--- config.mk ---
export PLATFORM = sky130hd
export DESIGN_NAME = banco_registros
export DESIGN_NICKNAME = d
export VERILOG_FILES = /design/src/rtl/banco_registros_pkg.sv /design/src/rtl/banco_puerto_lectura.sv /design/src/rtl/banco_registros.sv
export SDC_FILE = /design/constraint.sdc
export NUM_CORES = 1
export LEC_CHECK = 0
export CAP_MARGIN = 30
export CORE_MARGIN = 2
export CORE_UTILIZATION = 40
export CTS_CLUSTER_DIAMETER = 150
export DETAILED_ROUTE_END_ITERATION = 10
export PLACE_DENSITY = 0.74
export REMOVE_ABC_BUFFERS = 1
export SLEW_MARGIN = 30
export SYNTH_ARGS = -nofsm -noshare
export SYNTH_HDL_FRONTEND = slang
export SYNTH_SLANG_ARGS = --single-unit
--- constraint.sdc ---
create_clock -name CLK -period 1.5 [get_ports CLK]
set_input_delay 0.3 -clock CLK [delete_from_list [all_inputs] [get_ports CLK]]
set_output_delay 0.3 -clock CLK [all_outputs]
set_load 0.01 [all_outputs]
--- src/rtl/banco_registros_pkg.sv ---
// Shared definitions for the register bank: default geometry, the R0
// address, write-counter width/saturation and the register-address type.
package banco_registros_pkg;

  localparam int unsigned ANCHO_DEF = 8;
  localparam int unsigned NREG_DEF  = 8;
  localparam int unsigned DIR_W_DEF = 3;

  // Address of the register that may be hardwired to zero
  localparam int unsigned DIR_R0 = 0;

  // Write counter: width and saturation value
  localparam int unsigned             CUENTA_W   = 8;
  localparam logic [CUENTA_W-1:0]     CUENTA_MAX = 8'd255;

  // Register address, shared with the write-data selector and control unit
  typedef logic [DIR_W_DEF-1:0] dir_reg_t;

endpackage

--- src/rtl/banco_puerto_lectura.sv ---
// One combinational read port: data mux, valid lookup, R0 forced to zero.
// BANCO_BYPASS_EN: when defined, a write in flight to the selected address
// is forwarded to the output in the same cycle.
module banco_puerto_lectura
  import banco_registros_pkg::*;
#(
  parameter int unsigned ANCHO   = ANCHO_DEF,
  parameter int unsigned NREG    = NREG_DEF,
  parameter int unsigned DIR_W   = DIR_W_DEF,
  parameter int unsigned R0_CERO = 1
) (
  input  logic [NREG-1:0][ANCHO-1:0] datos,
  input  logic [NREG-1:0]            validos,
  input  logic [DIR_W-1:0]           sel,
  input  logic                       we,
  input  logic                       rst,
  input  logic [DIR_W-1:0]           dir_esc,
  input  logic [ANCHO-1:0]           dato_esc,
  output logic [ANCHO-1:0]           dato,
  output logic                       valido
);

  logic sel_r0;
  assign sel_r0 = (R0_CERO != 0) && (sel == DIR_W'(DIR_R0));

`ifdef BANCO_BYPASS_EN
  logic dir_esc_r0;
  assign dir_esc_r0 = (R0_CERO != 0) && (dir_esc == DIR_W'(DIR_R0));
`else
  logic unused_bypass;
  assign unused_bypass = ^{we, rst, dir_esc, dato_esc};
`endif

  // Select stored value and valid bit, then apply R0 and forwarding rules
  always_comb begin
    dato   = datos[sel];
    valido = validos[sel];
    if (sel_r0) begin
      dato = '0;
    end
`ifdef BANCO_BYPASS_EN
    if (we && !rst && (sel == dir_esc) && !dir_esc_r0) begin
      dato   = dato_esc;
      valido = 1'b1;
    end
`endif
  end

endmodule

--- src/rtl/banco_registros.sv ---
// General-purpose register bank: NREG x ANCHO storage, two combinational
// read ports (X, Y), per-register written-since-reset bits and a saturating
// count of accepted writes.
// BANCO_BYPASS_EN: when defined, enables same-cycle write-to-read forwarding.
module banco_registros
  import banco_registros_pkg::*;
#(
  parameter int unsigned ANCHO   = ANCHO_DEF,
  parameter int unsigned NREG    = NREG_DEF,
  parameter int unsigned DIR_W   = DIR_W_DEF,
  parameter int unsigned R0_CERO = 1
) (
  input  logic                CLK,
  input  logic                RST,
  input  logic                WE,
  input  logic [DIR_W-1:0]    DirEsc,
  input  logic [ANCHO-1:0]    Dato_Registro,
  input  logic [DIR_W-1:0]    SelX,
  input  logic [DIR_W-1:0]    SelY,
  output logic [ANCHO-1:0]    RX,
  output logic [ANCHO-1:0]    RY,
  output logic                ValidoX,
  output logic                ValidoY,
  output logic [CUENTA_W-1:0] CuentaEsc
);

  logic [NREG-1:0][ANCHO-1:0] regs;
  logic [NREG-1:0]            validos;
  logic [CUENTA_W-1:0]        cuenta;
  logic                       esc_r0;

  // Writes to R0 are accepted for counting but never stored
  assign esc_r0 = (R0_CERO != 0) && (DirEsc == DIR_W'(DIR_R0));

  // Storage, valid bits and saturating write counter; reset wins over WE
  always_ff @(posedge CLK) begin
    if (RST) begin
      regs    <= '0;
      validos <= '0;
      cuenta  <= '0;
    end else begin
      if (WE) begin
        if (cuenta != CUENTA_MAX) begin
          cuenta <= cuenta + CUENTA_W'(1);
        end
        if (!esc_r0) begin
          regs[DirEsc]    <= Dato_Registro;
          validos[DirEsc] <= 1'b1;
        end
      end
      if (R0_CERO != 0) begin
        validos[DIR_R0] <= 1'b1;
      end
    end
  end

  assign CuentaEsc = cuenta;

  banco_puerto_lectura #(
    .ANCHO   (ANCHO),
    .NREG    (NREG),
    .DIR_W   (DIR_W),
    .R0_CERO (R0_CERO)
  ) u_puerto_x (
    .datos    (regs),
    .validos  (validos),
    .sel      (SelX),
    .we       (WE),
    .rst      (RST),
    .dir_esc  (DirEsc),
    .dato_esc (Dato_Registro),
    .dato     (RX),
    .valido   (ValidoX)
  );

  banco_puerto_lectura #(
    .ANCHO   (ANCHO),
    .NREG    (NREG),
    .DIR_W   (DIR_W),
    .R0_CERO (R0_CERO)
  ) u_puerto_y (
    .datos    (regs),
    .validos  (validos),
    .sel      (SelY),
    .we       (WE),
    .rst      (RST),
    .dir_esc  (DirEsc),
    .dato_esc (Dato_Registro),
    .dato     (RY),
    .valido   (ValidoY)
  );

endmodule

### Word level (Yosys, flattened, before mapping)

Index checks and enable logic that the tools add are counted.

* add/subtract/negate cells: 1
* magnitude comparators: 4
* bitwise logic cells: 2
* mux-type cells: 16
* reductions and logical operators: 6
* equality and inequality tests: 1
* multiply operators: 0
* shift-type cells: 0
* divide/modulo/power cells: 0

Operators with widths (count)
* bitwise mux 64 bit: 1
* binary-select mux 8 bit (select 3 bit): 2
* two-way mux 8 bit: 5
* demux 8 bit (select 3 bit): 1
* less-than comparator 3 x 4 -> 1 bit, second input constant: 3
* zero test 3 bit: 3
* adder 8 x 1 -> 8 bit, second input constant: 1
* inequality test 8 bit, second input constant: 1
* bitwise OR 8 bit: 1
* binary-select mux 1 bit (select 3 bit): 2
* two-way mux 1 bit: 4
* AND reduction 2 bit: 2
* demux 1 bit (select 3 bit): 1
* >= comparator 3 x 1 -> 1 bit, second input constant: 1
* logical AND 1 bit: 1
* NOT 1 bit: 1

* register bits after elaboration: 80
* memories: 0
* latch bits: 0
* logic and storage cells: 41
* RAM bits: 0
* input port bits: 20
* output and inout bits: 26
* memory bits (read-only): 0

### Depth between registers and ports, before layout

* depth after elaboration: 5
* gate-level depth with buffers: 5

### By module

From an unflattened synthesis, not the netlist that was laid out.

* cell total of the unflattened synthesis: 441
* area total of the unflattened synthesis: 4088.9 um^2

Modules (own cells, without submodules)
* banco_registros: area each 2985.4 um^2, cells an instance 315, sequential area each 1601.5 um^2, instances 1
* banco_puerto_lectura: area each 551.8 um^2, cells an instance 63, sequential area each 0.0 um^2, instances 2

### Worst setup path before layout

No wires, ideal clock.

* path kind: register to register
* start point: reg cuenta[0] (netlist: CuentaEsc[0])
* end point: reg cuenta[0] (netlist: CuentaEsc[0])
* period minus slack after synthesis: 1605 ps
* setup time: 121 ps
* arrival time: 1484 ps
* required time: 1379 ps
* stages on the path, launching flop included: 5
* slack: -105 ps
* cell sequence: dfxtp_1 > ha_1 > and4_1 > a21boi_0 > mux2_2

* word-level cells in the longest chain between the ends: 2
* elaborated cells between the ends (all ways): 3

Ends and longest elaborated chain
* start: declaration: RTL line banco_registros.sv:29 `logic [CUENTA_W-1:0] cuenta;`
* start signal: assignment: RTL line banco_registros.sv:44 `cuenta <= cuenta + CUENTA_W'(1);`
* parallel branches: the longest is 2 deep, another holds adder 8 x 1 -> 8 bit

Several ways; the timed one is not identified.
A chain may end at the register's enable or synchronous reset.

### Final worst setup path

* start point: reg validos[1]
* end point: out ValidoX

* word-level cells in the longest chain between the ends: 2

Ends and longest elaborated chain
* start: declaration: RTL line banco_registros.sv:28 `logic [NREG-1:0] validos;`
* start signal: assignment: RTL line banco_registros.sv:39 `validos <= '0;`
* start signal: indexed assignment: RTL line banco_registros.sv:48 `validos[DirEsc] <= 1'b1;`
* start signal: indexed assignment: RTL line banco_registros.sv:52 `validos[DIR_R0] <= 1'b1;`
* binary-select mux 1 bit (select 3 bit): RTL line banco_puerto_lectura.sv:37 `valido = validos[sel];`
* two-way mux 1 bit (implied by the code): RTL line banco_puerto_lectura.sv:37
* end: declaration: RTL line banco_registros.sv:22 `output logic ValidoX,`

Every way passes these cells. The select of a mux whose other input is x is not followed.

==> results.yml <==
timing:
  rsz0062_at_grt: "true"
  tightest_slew_ns: 0.3376
  slew_headroom_pct: 77.42
  final-setup-viol-count: 18
  period_needed_ns: 1.861
  hold_viol: 0
  tns_ns: -4.517
  max_freq_mhz: 537.3
  clock_skew_ns: 0.007488
  fin_ws_ns: -0.3611
  finalCritPeriodShare_pct: 124.1
  drv_slew: 0
  whs_ns: 0.2213
layout:
  nets: 507
  final_core_util_pct: 57.71
  n_antenna_cell: 0
  area_growth_pct: 40.37
  drive_above_1_share_pct: 50.51
  layout_common_cells: "67 x nand2_1, 48 x dfxtp_2, 43 x buf_4"
  mostFrequentLayoutCell: "nand2_1"
logic_synthesis:
  yosysUniqueCellTypes: 31
  async_reset_ff_share_pct: 0
  ys_seq_area_share_pct: 38.12
  synth_flop_cell: "dfxtp_1"
  synth_area_per_cell_um2: 9.500
  ys_ff_latch: 72
  ys.warnings.count: 0
  synth_area_mm2: 0.003781
  netlist_instances: 398
  synth-edff-count: 0
grt:
  grt_pass1_wl_mm: 18.53
  globalRouteOverflowTotal: 0
  grt_pass1_vias: 3493
  grt_use_total_pct: 23.94
  grt_max_degree: 66
  antenna_found_initial: 0
critical_path:
  cp-end-kind: "primary output"
  r2r-start: "CuentaEsc[0]"
  cp_max_fo: 3
  start_kind: "flop"
  path_class: "reg -> out"
  timing.rr.end: "CuentaEsc[0]"
  worstPathArrival_ns: 1.56
  reg2reg_depth: 5
  reg2reg_slack_ns: 0.07
  critPathRequiredTime_ns: 1.20
clocking:
  clk_pin_slew_worst_paths_ns: 0.09
  clock_sinks: 72
  cts_tree: "done"
  cts_root_buf: "clkbuf_8"
  clk_latency_ns: 0.36
  cts_max_level: 3
  cts_buffer_depth: 2
  cts_made_buffers: 9
hold_path:
  hold_end: "CuentaEsc[2]"
  holdCritPathClass: "in -> reg"
  holdPathStages: 2
  min_from: "RST"
outcome:
  violations: "setup timing"
  outcome: "complete, but fails checks"
detailed_routing:
  via_per_inst: 5.927
  drtPass1Iterations: 7
  post_drt_wl_per_cell_um: 20.75
  first_iter_violations: 279
  totalWireLength_mm: 12.49
  vias: 3568
  final_antenna_net_count: 0
  drc: 0
power_and_ir_drop:
  switchingPower_w: 0.001244
  ir_worst_vdd_mv: 0.4036
  power_frac_comb_pct: 18.3
  p_seq_share_pct: 47.0
  internal_power_w: 0.003013
  p_leak_nw: 2.053
  p_clk_share_pct: 34.7
  sw_frac_of_total_pct: 29.22
  power_w: 0.004257
  powerDensity_mw_per_mm2: 802.0
placed_design:
  detailed_place_hpwl_mm: 7.218
  globalplace.congestion: 0.8420
  portBuffers: 45
die:
  dieWidth_um: 101.2
  io_pins: 46
  dieArea_mm2: 0.01025
  die_h_um: 101.2
  fp.coreArea_mm2: 0.009196
  rows: 35
  initial_utilization_pct: 41.12
job:
  max_cap_violations: 0
==> worst max-delay path: stages (launching register included) <==
cell	delay (ns)
dfxtp_2	0.34
mux4_2	0.45
mux2_4	0.29
buf_6	0.12
==> worst max path at each step <==
stage	from	to	cells past startpoint
6_report	validos[1]	ValidoX	3
5_1_grt	validos[7]	ValidoY	3
4_1_cts	validos[3]	ValidoX	3
3_5_place_dp	SelY[1]	ValidoY	5
3_3_place_gp	SelY[1]	ValidoY	5
2_1_floorplan	CuentaEsc[0]	CuentaEsc[0]	4
==> logic make-up after synthesis <==
kind of cell,Yosys count,share of synthesized area [%]
adders and majority gates,1,0.3309
buffers and inverters,51,7.115
AOI/OAI and AO/OA,78,12.34
muxes,64,26.17
and+or+nand+nor,132,15.92
DFF,72,38.12
==> per-stage QoR <==
step                cell area (um^2)  worst slack, ns  instances
floorplan                       3576          -0.1048        364
global placement                4696           -1.079        568
finish                          5308          -0.3611        602
global route                    5308          -0.3910        602
CTS                             5187          -0.3616        602
detailed placement              4696           -1.101        568
==> flip-flops by register name, indices dropped and copies added, names as in the netlist <==
register	flops
regs	56
validos	8
CuentaEsc	8
==> layout make-up <==
| cell class | instances | area, um^2 |
|---|---|---|
| inverter | 17 | 63.81 |
| multi-input combinational | 275 | 2280 |
| timing repair buffer | 111 | 1136 |
| clock inverter | 6 | 42.54 |
| fill | 704 | 3889 |
| tap | 111 | 138.9 |
| clock buffer | 10 | 137.6 |
| sequential | 72 | 1509 |
==> synth_stat cells, types with 10 or more instances <==
cell type | number | area share, %
dfxtp_1 | 72 | 38
nand2_1 | 67 | 6.7
a21oi_1 | 54 | 7.1
nor2_1 | 39 | 3.9
mux2i_1 | 25 | 6.6
mux4_1 | 20 | 14
mux2_2 | 19 | 5.7
inv_1 | 17 | 1.7
a221oi_1 | 16 | 3.7
clkbuf_1 | 12 | 1.2
buf_2 | 10 | 1.3
==> repair_timing <==
| action | in CTS | in global routing |
|---|---|---|
| hold buffers | 0 | 0 |
| resized for setup | 220 | 36 |
| cloned | 3 | 0 |
| pin swaps | 25 | 7 |
| endpoints found under the setup margin | 26 | 20 |
| buffers inserted | 15 | 0 |
==> metal layers <==
metal | up-vias | global-route usage, % | wire (um)
met5 | - | 0 | 0
met3 | 56 | 3.934 | 778
li1 | 1601 | - | -
met2 | 188 | 40.55 | 6359
met1 | 1723 | 28.47 | 4729
met4 | 0 | 14.45 | 622
==> power groups by stage <==
stage                     combinational (W)  sequential (W)  clock [W]
after floorplan                    0.000208         0.00203          0
after global placement             0.000615         0.00203          0
after detailed placement           0.000627         0.00203          0
after CTS                          0.000730         0.00199    0.00145
after global routing               0.000816         0.00200    0.00157
final                              0.000779         0.00200    0.00148
Note: power is estimated with default switching activity, not from simulation.
